[config.mk]
export PLATFORM = sky130hd
export DESIGN_NAME = decode_queue
export DESIGN_NICKNAME = d
export VERILOG_FILES = /design/src/rtl/decode_queue.sv
export SDC_FILE = /design/constraint.sdc
export NUM_CORES = 1
export LEC_CHECK = 0
export BUFFER_PORTS_ARGS = -buffer_cell sky130_fd_sc_hd__buf_2
export CAP_MARGIN = 0
export CORE_MARGIN = 10
export CORE_UTILIZATION = 53
export CTS_CLUSTER_DIAMETER = 50
export CTS_CLUSTER_SIZE = 25
export DETAILED_ROUTE_END_ITERATION = 16
export PLACE_DENSITY_LB_ADDON = 0.08
export SYNTH_ARGS = -nofsm -noshare
export SYNTH_HDL_FRONTEND = slang
export SYNTH_SLANG_ARGS = --single-unit
export TNS_END_PERCENT = 10
[constraint.sdc]
create_clock -name clk -period 3.7 [get_ports clk]
set_input_delay 0.185 -clock clk [delete_from_list [all_inputs] [get_ports clk]]
set_output_delay 0.185 -clock clk [all_outputs]
set_load 0.05 [all_outputs]
[src/rtl/decode_queue.sv]
// decode_queue
//   Buffered RV32I(+M) instruction-decode stage. Raw instructions arriving
//   from fetch are decoded combinationally into a control bundle (ALU op,
//   immediate, register fields, control flags, illegal marker) and the
//   bundle is stored with its PC in a DEPTH-entry FIFO that decouples fetch
//   stalls from issue stalls. A flush empties the queue and drops any
//   same-cycle input.
//
// Ports
//   clk, rst_n            clock; synchronous active-low reset (acts as a flush)
//   flush                 discard all queued entries and the same-cycle input
//   in_valid/in_ready     upstream handshake; in_ready = (count < DEPTH)
//   in_inst, in_pc        raw instruction and its PC
//   out_valid/out_ready   downstream handshake; pop when both are high
//   out_*                 decoded bundle of the head entry (all zero when empty)
//   count                 current occupancy, 0..DEPTH
module decode_queue #(
    parameter int INST_WIDTH = 32,
    parameter int ADDR_WIDTH = 32,
    parameter int DEPTH      = 4,
    parameter bit ENABLE_M   = 1'b1
) (
    input  logic                    clk,
    input  logic                    rst_n,
    input  logic                    flush,
    input  logic                    in_valid,
    output logic                    in_ready,
    input  logic [INST_WIDTH-1:0]   in_inst,
    input  logic [ADDR_WIDTH-1:0]   in_pc,
    output logic                    out_valid,
    input  logic                    out_ready,
    output logic [ADDR_WIDTH-1:0]   out_pc,
    output logic [4:0]              out_rd,
    output logic [4:0]              out_rs1,
    output logic [4:0]              out_rs2,
    output logic [2:0]              out_funct3,
    output logic [4:0]              out_alu_op,
    output logic [2:0]              out_imm_type,
    output logic [31:0]             out_imm,
    output logic                    out_alu_src,
    output logic                    out_reg_write,
    output logic                    out_mem_read,
    output logic                    out_mem_write,
    output logic                    out_branch,
    output logic                    out_jump,
    output logic                    out_jalr,
    output logic                    out_lui,
    output logic                    out_auipc,
    output logic                    out_system,
    output logic                    out_illegal,
    output logic [$clog2(DEPTH):0]  count
);

    localparam int PTR_W = $clog2(DEPTH);
    localparam int CNT_W = PTR_W + 1;

    typedef enum logic [4:0] {
        ALU_ADD    = 5'b00000, ALU_SUB   = 5'b00001, ALU_SLL    = 5'b00010,
        ALU_SLT    = 5'b00011, ALU_SLTU  = 5'b00100, ALU_XOR    = 5'b00101,
        ALU_SRL    = 5'b00110, ALU_SRA   = 5'b00111, ALU_OR     = 5'b01000,
        ALU_AND    = 5'b01001, ALU_LUI   = 5'b01010, ALU_AUIPC  = 5'b01011,
        ALU_EQ     = 5'b01100, ALU_NE    = 5'b01101, ALU_LT     = 5'b01110,
        ALU_GE     = 5'b01111, ALU_LTU   = 5'b10000, ALU_GEU    = 5'b10001,
        ALU_MUL    = 5'b10010, ALU_MULH  = 5'b10011, ALU_MULHSU = 5'b10100,
        ALU_MULHU  = 5'b10101, ALU_DIV   = 5'b10110, ALU_DIVU   = 5'b10111,
        ALU_REM    = 5'b11000, ALU_REMU  = 5'b11001
    } alu_op_e;

    typedef enum logic [2:0] {
        IMM_I = 3'b000, IMM_S = 3'b001, IMM_B = 3'b010, IMM_U = 3'b011, IMM_J = 3'b100
    } imm_type_e;

    typedef struct packed {
        logic [ADDR_WIDTH-1:0] pc;
        logic [4:0]            rd;
        logic [4:0]            rs1;
        logic [4:0]            rs2;
        logic [2:0]            funct3;
        alu_op_e               alu_op;
        imm_type_e             imm_type;
        logic [31:0]           imm;
        logic                  alu_src;
        logic                  reg_write;
        logic                  mem_read;
        logic                  mem_write;
        logic                  branch;
        logic                  jump;
        logic                  jalr;
        logic                  lui;
        logic                  auipc;
        logic                  system;
        logic                  illegal;
    } entry_t;

    localparam logic [6:0] OPC_LUI      = 7'b0110111;
    localparam logic [6:0] OPC_AUIPC    = 7'b0010111;
    localparam logic [6:0] OPC_JAL      = 7'b1101111;
    localparam logic [6:0] OPC_JALR     = 7'b1100111;
    localparam logic [6:0] OPC_BRANCH   = 7'b1100011;
    localparam logic [6:0] OPC_LOAD     = 7'b0000011;
    localparam logic [6:0] OPC_STORE    = 7'b0100011;
    localparam logic [6:0] OPC_OP_IMM   = 7'b0010011;
    localparam logic [6:0] OPC_OP       = 7'b0110011;
    localparam logic [6:0] OPC_MISC_MEM = 7'b0001111;
    localparam logic [6:0] OPC_SYSTEM   = 7'b1110011;

    localparam logic [6:0] F7_BASE = 7'b0000000;
    localparam logic [6:0] F7_ALT  = 7'b0100000;
    localparam logic [6:0] F7_MEXT = 7'b0000001;

    // Integer ALU op for OP / OP-IMM; alt selects SUB/SRA.
    function automatic alu_op_e base_alu(input logic [2:0] f3, input logic alt);
        case (f3)
            3'b000:  return alt ? ALU_SUB : ALU_ADD;
            3'b001:  return ALU_SLL;
            3'b010:  return ALU_SLT;
            3'b011:  return ALU_SLTU;
            3'b100:  return ALU_XOR;
            3'b101:  return alt ? ALU_SRA : ALU_SRL;
            3'b110:  return ALU_OR;
            default: return ALU_AND;
        endcase
    endfunction

    function automatic alu_op_e m_alu(input logic [2:0] f3);
        case (f3)
            3'b000:  return ALU_MUL;
            3'b001:  return ALU_MULH;
            3'b010:  return ALU_MULHSU;
            3'b011:  return ALU_MULHU;
            3'b100:  return ALU_DIV;
            3'b101:  return ALU_DIVU;
            3'b110:  return ALU_REM;
            default: return ALU_REMU;
        endcase
    endfunction

    // ------------------------------------------------------------------
    // Decode
    // ------------------------------------------------------------------
    logic [31:0] inst;
    logic [6:0]  opcode;
    logic [6:0]  funct7;
    logic [2:0]  funct3;
    logic [31:0] imm_i, imm_s, imm_b, imm_u, imm_j;
    logic        illegal;
    entry_t      dec;
    entry_t      entry_new;

    assign inst   = in_inst[31:0];
    assign opcode = inst[6:0];
    assign funct3 = inst[14:12];
    assign funct7 = inst[31:25];

    assign imm_i = {{20{inst[31]}}, inst[31:20]};
    assign imm_s = {{20{inst[31]}}, inst[31:25], inst[11:7]};
    assign imm_b = {{19{inst[31]}}, inst[31], inst[7], inst[30:25], inst[11:8], 1'b0};
    assign imm_u = {inst[31:12], 12'b0};
    assign imm_j = {{11{inst[31]}}, inst[31], inst[19:12], inst[20], inst[30:21], 1'b0};

    always_comb begin
        // NOTE: every variable gets a default before the case so that no
        // path leaves it unassigned; otherwise a latch would be inferred.
        dec        = '0;
        dec.pc     = in_pc;
        dec.rd     = inst[11:7];
        dec.rs1    = inst[19:15];
        dec.rs2    = inst[24:20];
        dec.funct3 = funct3;
        illegal    = 1'b0;

        case (opcode)
            OPC_LUI: begin
                dec.reg_write = 1'b1;
                dec.alu_src   = 1'b1;
                dec.lui       = 1'b1;
                dec.alu_op    = ALU_LUI;
                dec.imm_type  = IMM_U;
                dec.imm       = imm_u;
            end
            OPC_AUIPC: begin
                dec.reg_write = 1'b1;
                dec.alu_src   = 1'b1;
                dec.auipc     = 1'b1;
                dec.alu_op    = ALU_AUIPC;
                dec.imm_type  = IMM_U;
                dec.imm       = imm_u;
            end
            OPC_JAL: begin
                dec.reg_write = 1'b1;
                dec.jump      = 1'b1;
                dec.imm_type  = IMM_J;
                dec.imm       = imm_j;
            end
            OPC_JALR: begin
                dec.reg_write = 1'b1;
                dec.jalr      = 1'b1;
                dec.alu_src   = 1'b1;
                dec.imm       = imm_i;
                illegal       = (funct3 != 3'b000);
            end
            OPC_BRANCH: begin
                dec.branch   = 1'b1;
                dec.imm_type = IMM_B;
                dec.imm      = imm_b;
                case (funct3)
                    3'b000:  dec.alu_op = ALU_EQ;
                    3'b001:  dec.alu_op = ALU_NE;
                    3'b100:  dec.alu_op = ALU_LT;
                    3'b101:  dec.alu_op = ALU_GE;
                    3'b110:  dec.alu_op = ALU_LTU;
                    3'b111:  dec.alu_op = ALU_GEU;
                    default: illegal    = 1'b1;
                endcase
            end
            OPC_LOAD: begin
                dec.reg_write = 1'b1;
                dec.mem_read  = 1'b1;
                dec.alu_src   = 1'b1;
                dec.imm       = imm_i;
                illegal       = funct3 inside {3'b011, 3'b110, 3'b111};
            end
            OPC_STORE: begin
                dec.mem_write = 1'b1;
                dec.alu_src   = 1'b1;
                dec.imm_type  = IMM_S;
                dec.imm       = imm_s;
                illegal       = (funct3 > 3'b010);
            end
            OPC_OP_IMM: begin
                dec.reg_write = 1'b1;
                dec.alu_src   = 1'b1;
                dec.imm       = imm_i;
                // funct7 only qualifies the shift-immediate forms.
                dec.alu_op    = base_alu(funct3, (funct3 == 3'b101) && funct7[5]);
                if (funct3 == 3'b001) begin
                    illegal = (funct7 != F7_BASE);
                end else if (funct3 == 3'b101) begin
                    illegal = (funct7 != F7_BASE) && (funct7 != F7_ALT);
                end
            end
            OPC_OP: begin
                dec.reg_write = 1'b1;
                if (funct7 == F7_BASE) begin
                    dec.alu_op = base_alu(funct3, 1'b0);
                end else if (funct7 == F7_ALT && (funct3 == 3'b000 || funct3 == 3'b101)) begin
                    dec.alu_op = base_alu(funct3, 1'b1);
                end else if (funct7 == F7_MEXT && ENABLE_M) begin
                    dec.alu_op = m_alu(funct3);
                end else begin
                    illegal = 1'b1;
                end
            end
            OPC_MISC_MEM: begin
                // FENCE: legal no-op, no control flags.
            end
            OPC_SYSTEM: begin
                dec.system    = 1'b1;
                dec.reg_write = (funct3 != 3'b000);
                dec.imm       = imm_i;
            end
            default: illegal = 1'b1;
        endcase

        if (inst[1:0] != 2'b11) begin
            illegal = 1'b1;
        end

        // Illegal entries keep PC and raw fields for the trap handler; all
        // control is cleared so nothing downstream acts on them.
        if (illegal) begin
            entry_new         = '0;
            entry_new.pc      = dec.pc;
            entry_new.rd      = dec.rd;
            entry_new.rs1     = dec.rs1;
            entry_new.rs2     = dec.rs2;
            entry_new.funct3  = dec.funct3;
            entry_new.illegal = 1'b1;
        end else begin
            entry_new = dec;
        end
    end

    // ------------------------------------------------------------------
    // FIFO
    // ------------------------------------------------------------------
    entry_t             mem_q [DEPTH];
    entry_t             mem_d [DEPTH];
    logic [PTR_W-1:0]   wr_ptr_q, wr_ptr_d;
    logic [PTR_W-1:0]   rd_ptr_q, rd_ptr_d;
    logic [CNT_W-1:0]   count_q, count_d;
    logic               push, pop;
    entry_t             head;

    // in_ready ignores out_ready: a full queue never accepts, even on a pop.
    assign in_ready  = (count_q < CNT_W'(DEPTH));
    assign out_valid = (count_q != '0);
    assign push      = in_valid & in_ready & ~flush;
    assign pop       = out_valid & out_ready & ~flush;

    always_comb begin
        wr_ptr_d = wr_ptr_q;
        rd_ptr_d = rd_ptr_q;
        count_d  = count_q;
        mem_d    = mem_q;
        if (flush) begin
            wr_ptr_d = '0;
            rd_ptr_d = '0;
            count_d  = '0;
        end else begin
            if (push) begin
                mem_d[wr_ptr_q] = entry_new;
                wr_ptr_d        = wr_ptr_q + PTR_W'(1);
            end
            if (pop) begin
                rd_ptr_d = rd_ptr_q + PTR_W'(1);
            end
            case ({push, pop})
                2'b10:   count_d = count_q + CNT_W'(1);
                2'b01:   count_d = count_q - CNT_W'(1);
                default: count_d = count_q;
            endcase
        end
    end

    always_ff @(posedge clk) begin
        // NOTE: sequential state uses non-blocking assignments so every flop
        // samples the pre-edge values regardless of statement order.
        if (!rst_n) begin
            wr_ptr_q <= '0;
            rd_ptr_q <= '0;
            count_q  <= '0;
        end else begin
            wr_ptr_q <= wr_ptr_d;
            rd_ptr_q <= rd_ptr_d;
            count_q  <= count_d;
        end
    end

    // NOTE: the storage array is deliberately not reset; an entry is only
    // observable once count covers it, and outputs are gated while empty.
    always_ff @(posedge clk) begin
        mem_q <= mem_d;
    end

    assign head = out_valid ? mem_q[rd_ptr_q] : '0;

    assign out_pc        = head.pc;
    assign out_rd        = head.rd;
    assign out_rs1       = head.rs1;
    assign out_rs2       = head.rs2;
    assign out_funct3    = head.funct3;
    assign out_alu_op    = head.alu_op;
    assign out_imm_type  = head.imm_type;
    assign out_imm       = head.imm;
    assign out_alu_src   = head.alu_src;
    assign out_reg_write = head.reg_write;
    assign out_mem_read  = head.mem_read;
    assign out_mem_write = head.mem_write;
    assign out_branch    = head.branch;
    assign out_jump      = head.jump;
    assign out_jalr      = head.jalr;
    assign out_lui       = head.lui;
    assign out_auipc     = head.auipc;
    assign out_system    = head.system;
    assign out_illegal   = head.illegal;
    assign count         = count_q;

endmodule
# Word level (Yosys, flattened, before mapping)
# Cells that the tools add are included.
# word_totals
ff_bits,411
latch_bits,0
out_inout_bits,106
mem_bits_rw,0
elab_cells,180
memories,0
input_bits,69
mem_bits_ro,0
# classes
multipliers,0
n_eq_ne,24
mux,40
addsub,4
n_shift,0
div,0
n_bitwise,8
reduce_logical,20
order_cmp,5
# ops
op,count
$bwmux W404,1
$mux W101,4
$bmux W101 S2,1
$demux W101 S2,1
$pmux W32 S5,1
$pmux W4 S7,4
$mux W51,1
$pmux W5 S6,1
$eq A7 B6 Y1 const B,4
$eq A7 B7 Y1 const B,4
$pmux W5 S5,1
$mux W1,18
$mux W5,3
$eq A7 B5 Y1 const B,2
$eq A3 B3 Y1 const B,4
$pmux W3 S4,1
$reduce_or A6 Y1,2
$reduce_bool A3 Y1,3
$eq A7 B1 Y1 const B,1
$eq A7 B2 Y1 const B,1
$eq A7 B4 Y1 const B,1
$logic_not A7 Y1,1
$ne A7 B6 Y1 const B,1
$pmux W1 S7,1
27 further kinds,39

# Depth between registers and ports, before layout
# Gate-level depths: netlist of run 1.
# logic_depth
ltp_word,9
ltp_mapped,9
mapped_depth_nobuf,8

# Worst setup path before layout of run 1
# OpenSTA, ideal clock, no wires.
# synth_timing
path_kind,register to register
startpoint,"reg count_q[2], in the netlist count[2]"
endpoint,reg mem_q[0] (netlist bit) (enable)
period_less_slack_ps,3980
path_stages_with_launch,3
setup_time_ps,471
t_arrival_ps,3509
required_time_ps,3229
slack_ps,-280
n_path_buf,0
cell_sequence,dfxtp_1 nor3b_1 and2_1
# synth_via
elab_chain_cells,4
# synth_lines
item,line,source
"start, declared",291,"logic [CNT_W-1:0] count_q, count_d;"
"start signal, assigned",336,count_q <= count_d;
$lt A3 B3 Y1,296,assign in_ready = (count_q < CNT_W'(DEPTH));
$and A1 B1 Y1 (2 in a row),298,assign push = in_valid & in_ready & ~flush;
$reduce_and A2 Y1 (no source line),--,
"end signal, assigned",343,mem_q <= mem_d;
"end, declared",287,entry_t mem_q [DEPTH];
# Every way passes these cells.
# A chain may end at the register's enable or synchronous reset.

# Final worst setup path of run 1
# layout_timing
startpoint,reg rd_ptr_q[0]
endpoint,out out_pc[30]
# layout_via
elab_chain_cells,5
# layout_lines
item,line,source
"start, declared",290,"logic [PTR_W-1:0] rd_ptr_q, rd_ptr_d;"
"start signal, assigned",335,rd_ptr_q <= rd_ptr_d;
$not A2 Y3 (not written as such),346,assign head = out_valid ? mem_q[rd_ptr_q] : '0;
$bmux W101 S2,346,
$mux W101 (not written as such) (2 in a row),346,
$mux W101,346,
"end, declared",32,"output logic [ADDR_WIDTH-1:0] out_pc,"
# Every way passes these cells. The select of a mux whose other input is x is not followed.

==> results of run 1 <==
through the flow:
step | instance area, µm² | util (%) | setup TNS, ns | instances | hold slack [ns]
after CTS | 20300 | 64.0 | 0 | 1571 | 0.0163
after global routing | 20300 | 64.0 | 0 | 1571 | 0.0133
after global placement | 18500 | 58.5 | 0 | 1457 | 0.402
after detailed placement | 18500 | 58.5 | 0 | 1457 | 0.408
final | 20300 | 64.0 | 0 | 1574 | 0.0279
after floorplan | 17200 | - | -56.33 | 913 | 0.284
worst paths after layout:
path	endpoint	slack, ns	depth (start not counted)
max	out_pc[30]	0.83	4
min	mem_q[157]$_DFFE_PP_	0.03	1
max reg2reg	count[2]$_SDFFE_PP0P_	1.56	8
min reg2reg	count[2]$_SDFFE_PP0P_	0.54	2
metal layers:
metal  up-vias  share of wire [%]
met5         -                  0
met4         0                1.8
met3        50                6.2
met2       269                 51
met1      4676                 41
li1       4121                  -
registers in the layout (all words and copies together), names as in the netlist:
name      cells
mem_q       404
rd_ptr_q      2
wr_ptr_q      2
count         3
Yosys cell counts, drive strengths merged (2+ instances only):
| library cell | number |
|---|---|
| a21oi | 21 |
| buf | 28 |
| nor3 | 38 |
| o32ai | 2 |
| o21ai | 8 |
| nand4 | 3 |
| dfxtp | 7 |
| o21a | 2 |
| a22o | 3 |
| nand2b | 6 |
| a221oi | 2 |
| xor2 | 4 |
| inv | 12 |
| nor2b | 4 |
| a22oi | 5 |
| nor2 | 23 |
| ha | 10 |
| o2111ai | 2 |
| nand2 | 20 |
| nand3b | 2 |
| and3 | 4 |
| o31ai | 2 |
| mux4 | 101 |
| xnor2 | 3 |
| clkbuf | 30 |
| or2 | 3 |
| edfxtp | 404 |
| nand3 | 12 |
| and2 | 108 |
| or3 | 3 |
| nor4 | 3 |
| mux2i | 2 |
| a211oi | 16 |
| a2111oi | 2 |
| nor3b | 2 |
report_power, final:
group          internal (mW)  total (mW)  switching (mW)  leakage [nW]
Clock                   2.18        3.95            1.77         0.619
Combinational          0.200       0.596           0.396          2.39
Sequential              5.15        5.17          0.0172          3.86
final cells by class:
type                            count  area share (%)
Clock inverter                     22            1.36
Timing Repair Buffer              246            8.01
Tap cell                          402            2.48
Antenna cell                        3          0.0370
Clock buffer                       46            4.99
Sequential cell                   411            60.5
Multi-Input combinational cell    432            22.4
Inverter                           12           0.222
critical path, delay by kind of cell (launching register included):
kind                   cells  cell delay (ns)
buffers and inverters      2             0.78
and+or+nand+nor            1             0.19
muxes                      1             0.59
DFF                        1             0.59
cells by family (layout without fill, tap and decap cells):
group,after synthesis,after routing,share of synthesized area (%)
muxes,103,103,13.4
AOI/OAI and AO/OA,72,72,3.25
xor gates and xnor gates,7,7,0.357
adders and majority gates,11,11,0.846
other,0,3,0
buffers and inverters,70,326,2.03
and+or+nand+nor,239,239,8.61
DFF,411,411,71.5
repair_timing:
| item | CTS | global route |
|---|---|---|
| endpoints found under the setup margin | 0 | 0 |
| hold buffers | 46 | 0 |
| hold endpoints to repair | 184 | 0 |
| resized for setup | 0 | 0 |
==> results_dict.tcl, run 1 <==
set metrics [dict create \
    outcome "complete, no violations" \
    path_class "register to primary output" \
    gr-usage-met2_pct 32.4 \
    clk_latency_ns 0.54 \
    hold_viol_final 0 \
    regArea_um2 12300 \
    drc 0 \
    rows 65 \
    htreeDepth 2 \
    timing.final.ws_setup_ns 0.830 \
    grt_max_degree 103 \
    wire_per_inst_um 24.1 \
    grt_pass1_vias 9572 \
    drt-vias-per-instance 5.79 \
    synth_top_flop_cell "edfxtp_1" \
    max_slew_margin_pct 31.6 \
    cp.required_ns 3.51 \
    pre_cts_ws_ns 0.898 \
    multi_input_area_um2 4550 \
    globalplace.congestion 0.849 \
    end_kind "primary output" \
    skew_ns 0.0291 \
    drt_wl_total_um 38000 \
    ys_warn_count 0 \
    period_needed_ns 2.87 \
    cts_setup_buffers 0 \
    final_cell_mix "404 x edfxtp_1, 174 x buf_2, 104 x and2_1" \
    ant_nets 0 \
    fin_nets 1220 \
    drt-initial-drc-count 619 \
    fp.dieH_um 200 \
    area_delta_synth_final_pct 18.3 \
    path_clk_slew_ns 0.07 \
    synth-seq-cells 411 \
    grt_use_met3_pct 3.78 \
    synth_area_um2 17200 \
    grt_overflow 0 \
    synth_edf_count 404 \
    critical_path.startpoint "rd_ptr_q[0]$_SDFFE_PP0P_" \
    grt_busiest_layer "met2" \
    hp-class "primary input to register" \
    cap_violations 0 \
    dp_hpwl_um 24600 \
    max_freq_mhz 348 \
    irDropWorstVdd_v 0.000403 \
    yosys.area.top_type_share_pct 70.7 \
    postSynthAreaPerCell_um2 18.8 \
    rsz0062_at_grt "no" \
    tightest_slew_ns 1.03 \
    die_w_um 200 \
    antenna_found_initial 2 \
    p_total_mw 9.71 \
    layout-drive-gt1-share_pct 34.6 \
    start_kind "register" \
    ioPinCount 175 \
    synth_area_leaders "edfxtp_1 71%, mux4_2 13%, and2_1 3.9%" \
    async_reset_ff_share_pct 0 \
    rr_startpoint "count[2]$_SDFFE_PP0P_" \
    fin_crit_sh_pct 77.6 \
    initial_core_util_pct 54.1 \
    vias 9116 \
    synth_area_leader_cell "edfxtp_1" \
    slew_viol_final 0 \
    clkSinkCount 411 \
    crit_path_max_incr_delay_ns 0.59 \
    p_leak_nw 6.86 \
    crit_chain "buf_4, mux4_2, and2_1, buf_2" \
    core_um2 31700 \
    fill_cells 2285 \
    critPathMaxFanout 28 \
    clock_path_buffers 3 \
    slowest_stage "dfxtp_4" \
    dieArea_um2 40000 \
    syn-num-nets 993 \
    pwr_density_cell_nw_per_um2 479 \
    cts_tree "built" \
    cts_root_buffer "clkbuf_16" \
    grt_pass1_wl_um 58300 \
    grt_usage_pct 19.2 \
    post_synth_inst_count 913 \
    layout_commonest_cell "edfxtp_1" \
    firstDrtPassIters 5 \
    ys_types 63 \
    finalSetupViolCount 0 \
    crit_arrival_ns 2.68 \
    worstHoldStart "in_inst[22]" \
    met1_usage_pct 25.4 \
    yosysSeqAreaShare_pct 71.5 \
    port_buffers 174 \
    numCtsBuffers 37 \
]
Note: power is estimated with default switching activity, not from simulation.
==> run 2, diff against run 1 <==
--- a/config.mk
+++ b/config.mk
@@ -8,7 +8,7 @@
 export BUFFER_PORTS_ARGS = -buffer_cell sky130_fd_sc_hd__buf_2
 export CAP_MARGIN = 0
 export CORE_MARGIN = 10
-export CORE_UTILIZATION = 53
+export CORE_UTILIZATION = 57
 export CTS_CLUSTER_DIAMETER = 50
 export CTS_CLUSTER_SIZE = 25
 export DETAILED_ROUTE_END_ITERATION = 16
==> constraint.sdc (replaced) <==
create_clock -name clk -period 2.7 [get_ports clk]
set_input_delay 0.135 -clock clk [delete_from_list [all_inputs] [get_ports clk]]
set_output_delay 0.135 -clock clk [all_outputs]
set_load 0.05 [all_outputs]
==> results_dict.tcl, run 2 (same netlist as run 1, synthesis figures left out) <==
set metrics [dict create \
    tightest_slew_ns 0.732 \
    globalplace.congestion 0.910 \
    critPathMaxFanout 23 \
    largest_reg_flops 404 \
    drc 0 \
    r2r_end "count[2]$_SDFFE_PP0P_" \
    fin_crit_sh_pct 90.7 \
    firstDrtPassIters 4 \
    grt_overflow 0 \
    end_kind "primary output" \
    max_freq_mhz 408 \
    pwr_density_cell_nw_per_um2 658 \
    final_cell_mix "404 x edfxtp_1, 174 x buf_2, 104 x and2_1" \
    antenna_found_initial 3 \
    fp.dieH_um 193 \
    initial_core_util_pct 57.9 \
    layout_commonest_cell "edfxtp_1" \
    pre_cts_ws_ns 0.160 \
    rr_startpoint "count[2]$_SDFFE_PP0P_" \
    clkSinkCount 411 \
    core_um2 29600 \
    crit_end "out_pc[30]" \
    crit_arrival_ns 2.31 \
    timing.final.ws_setup_ns 0.251 \
    whs_ns 0.0401 \
    start_kind "register" \
    slew_viol_final 0 \
    p_leak_nw 6.97 \
    dp_hpwl_um 24100 \
    period_needed_ns 2.45 \
    r2r_cells 8 \
    hp-class "primary input to register" \
    htreeDepth 2 \
    drt-initial-drc-count 648 \
    layout-drive-gt1-share_pct 35.7 \
    skew_ns 0.0208 \
    grt_usage_pct 20.3 \
    hold_viol_final 0 \
    p_total_mw 13.5 \
    drt-vias-per-instance 5.86 \
    rrSetupSlack_ns 0.50 \
    port_buffers 174 \
    outcome "complete, no violations" \
    fin_nets 1233 \
    finalSetupViolCount 0 \
    path_class "register to primary output" \
    rsz0062_at_grt "no" \
    cap_violations 0 \
    drt_wl_total_um 38100 \
    dieArea_um2 37400 \
    path_clk_slew_ns 0.06 \
    clk_latency_ns 0.52 \
    ant_nets 0 \
    grt_pass1_vias 9811 \
    numCtsBuffers 40 \
    max_slew_margin_pct 50.7 \
    grt_pass1_wl_um 59600 \
    irDropWorstVdd_v 0.000449 \
    clock_path_buffers 3 \
    grt_max_degree 103 \
    ioPinCount 175 \
    die_w_um 193 \
    cts_tree "built" \
    cts_root_buffer "clkbuf_16" \
    cp.required_ns 2.57 \
    critical_path.startpoint "rd_ptr_q[0]$_SDFFE_PP0P_" \
    wire_per_inst_um 24.2 \
    largest-register "mem_q" \
    vias 9216 \
    rows 63 \
    area_delta_synth_final_pct 19.4 \
]
## run 2: where the power goes
part           switching [mW]  internal [mW]
clock network            2.48           3.09
logic                   0.547          0.287
registers              0.0230           7.06
total                    3.05           10.4
## run 2: stage by stage
stage	instance area [µm²]	std cells	setup TNS [ns]	util [%]
2_1_floorplan	17200	913	-77.93	-
6_report	20500	1573	0	69.1
3_3_place_gp	18700	1454	0	63.0
5_1_grt	20500	1571	0	69.1
4_1_cts	20500	1571	0	69.1
3_5_place_dp	18700	1454	0	63.0
## run 2: layout make-up
cell class / count / area (µm²)
repair buffers: 256 / 1780
inverters: 12 / 45.0
clock buffers: 43 / 1030
clock inverters: 27 / 299
multi-input cells: 432 / 4550
well taps: 390 / 488
diodes: 2 / 5.00
flip-flops and latches: 411 / 12300
fillers: 2004 / 9160
## run 2: worst min path at each step
stage | startpoint | endpoint | slack, ns | cells after the start
CTS | in_inst[12] | mem_q[354]$_DFFE_PP_ | 0.02 | 1
floorplan | in_pc[31] | mem_q[100]$_DFFE_PP_ | 0.23 | 0
global placement | in_pc[2] | mem_q[172]$_DFFE_PP_ | 0.35 | 1
finish | in_inst[12] | mem_q[51]$_DFFE_PP_ | 0.04 | 1
detailed placement | in_pc[10] | mem_q[382]$_DFFE_PP_ | 0.35 | 1
global route | in_inst[13] | mem_q[153]$_DFFE_PP_ | 0.04 | 1
## run 2: per-layer routing
layer,wire [µm],GRT usage (%)
met1,15300,26.4
met2,19400,33.9
met3,2550,4.67
met4,786,5.18
met5,20,0
## run 2: worst max-delay path, stage by stage (launching register included)
cell	delay (ns)
dfxtp_4	0.39
buf_4	0.43
mux4_2	0.56
and2_1	0.18
buf_2	0.21
## run 2: repair_timing
| action | 4_1_cts | 5_1_grt |
|---|---|---|
| setup endpoints to repair | 0 | 1 |
| hold endpoints to repair | 188 | 0 |
| setup buffers | 0 | 0 |
| resized for setup | 0 | 1 |
| hold buffers | 47 | 0 |
==> run 3, diff against run 2 <==
==> constraint.sdc (replaced) <==
create_clock -name clk -period 2.3 [get_ports clk]
set_input_delay 0.115 -clock clk [delete_from_list [all_inputs] [get_ports clk]]
set_output_delay 0.115 -clock clk [all_outputs]
set_load 0.05 [all_outputs]
==> results_dict.tcl, run 3 (same netlist as run 1, synthesis figures left out) <==
set metrics [dict create \
    ioPinCount 175 \
    drt_wl_total_um 39000 \
    initial_core_util_pct 57.9 \
    violations "negative setup slack" \
    end_kind "primary output" \
    rows 63 \
    cp.required_ns 2.18 \
    max_slew_margin_pct 57.0 \
    largest_reg_flops 404 \
    dieArea_um2 37400 \
    grt_usage_pct 20.4 \
    drt-vias-per-instance 5.85 \
    firstDrtPassIters 5 \
    pwr_density_cell_nw_per_um2 731 \
    hp-class "primary input to register" \
    grt_max_degree 103 \
    outcome "finished with violations" \
    placedInstanceArea_um2 19100 \
    hold_viol_final 0 \
    timing.final.ws_setup_ns -0.0245 \
    clk_latency_ns 0.53 \
    clock_path_buffers 3 \
    htreeDepth 2 \
    pre_cts_ws_ns -0.194 \
    grt_pass1_wl_um 60200 \
    start_kind "register" \
    whs_ns 0.0362 \
    rsz0062_at_grt "yes" \
    fin_setup_tns_ns -0.124 \
    final_cell_mix "404 x edfxtp_1, 120 x buf_2, 101 x mux4_2" \
    tightest_slew_ns 0.640 \
    max_freq_mhz 430 \
    p_total_mw 15.6 \
    slew_viol_final 0 \
    crit_arrival_ns 2.21 \
    drc 0 \
    cap_violations 0 \
    cts_root_buffer "clkbuf_16" \
    drt-initial-drc-count 753 \
    grt_overflow 0 \
    path_class "register to primary output" \
    largest-register "mem_q" \
    finalSetupViolCount 9 \
    port_buffers 174 \
    numCtsBuffers 37 \
    rrSetupSlack_ns 0.12 \
    core_um2 29600 \
    clkSinkCount 411 \
    fill_cells 1910 \
    vias 9420 \
    path_clk_slew_ns 0.07 \
    grt_pass1_vias 9911 \
    ant_nets 0 \
    n_antenna_cell 0 \
    globalplace.congestion 0.917 \
    skew_ns 0.0191 \
    layout_commonest_cell "edfxtp_1" \
    fin_area_um2 21300 \
    layout-drive-gt1-share_pct 39.1 \
    area_delta_synth_final_pct 24.0 \
    dp_hpwl_um 25200 \
    fin_util_pct 71.8 \
    irDropWorstVdd_v 0.000692 \
    finalNonFillerCells 1611 \
    fin_nets 1274 \
    cts_tree "built" \
    p_leak_nw 7.26 \
    period_needed_ns 2.32 \
    critPathMaxFanout 6 \
    fp.dieH_um 193 \
    place_inst 1488 \
    antenna_found_initial 2 \
    wire_per_inst_um 24.2 \
    fin_crit_sh_pct 101 \
    die_w_um 193 \
]
## run 3: changes by cell type in the layout (fill, tap and decap cells not counted), sizes merged
cell      previous run  this run
buf                209       250
bufinv               2         1
clkbuf              43        44
clkinv               9        11
clkinvlp             2         1
diode                2         0
inv                 26        24
## run 3: layer usage
layer	GRT usage [%]	share of wire, %
met1	28.4	42
met5	0	0.082
met2	33.1	50
met4	4.18	1.6
met3	4.18	6.3
## run 3: final timing paths
check,from,endpoint,depth (start not counted)
worst max register to register,count[2]$_SDFFE_PP0P_,count[2]$_SDFFE_PP0P_,8
worst min-delay path,rst_n,rd_ptr_q[0]$_SDFFE_PP0P_,3
worst min register to register,count[1]$_SDFFE_PP0P_,count[1]$_SDFFE_PP0P_,2
worst max-delay path,rd_ptr_q[0]$_SDFFE_PP0P_,out_imm[30],6
## run 3: final cells by class
type	count	area [µm²]	share of cell area, %
clock buffers	41	993	4.67
clock inverters	25	239	1.12
inverters	12	45.0	0.212
multi-input cells	432	4590	21.6
flip-flops and latches	411	12300	57.7
well taps	390	488	2.29
repair buffers	300	2640	12.4
## run 3: repair_timing
| item | 4_1_cts | 5_1_grt |
|---|---|---|
| buffers inserted | 6 | 0 |
| gates resized for setup | 77 | 41 |
| hold endpoints to repair | 188 | 0 |
| hold buffers | 47 | 0 |
| setup endpoints to repair | 94 | 96 |
| cloned | 1 | 3 |
## run 3: where the power goes
| group | leakage (nW) | switching, mW | total [mW] | internal, mW |
|---|---|---|---|---|
| clock | 0.605 | 2.81 | 6.17 | 3.36 |
| sequential | 3.86 | 0.0277 | 8.31 | 8.28 |
| combinational | 2.80 | 0.660 | 1.07 | 0.412 |
| total | 7.26 | 3.50 | 15.6 | 12.1 |
## run 3: worst max-delay path, stage by stage, from the launching register on
cell       delay, ns
dfxtp_4         0.37
buf_12          0.16
buf_12          0.14
clkbuf_16       0.16
mux4_2          0.53
and2_4          0.18
buf_6           0.14
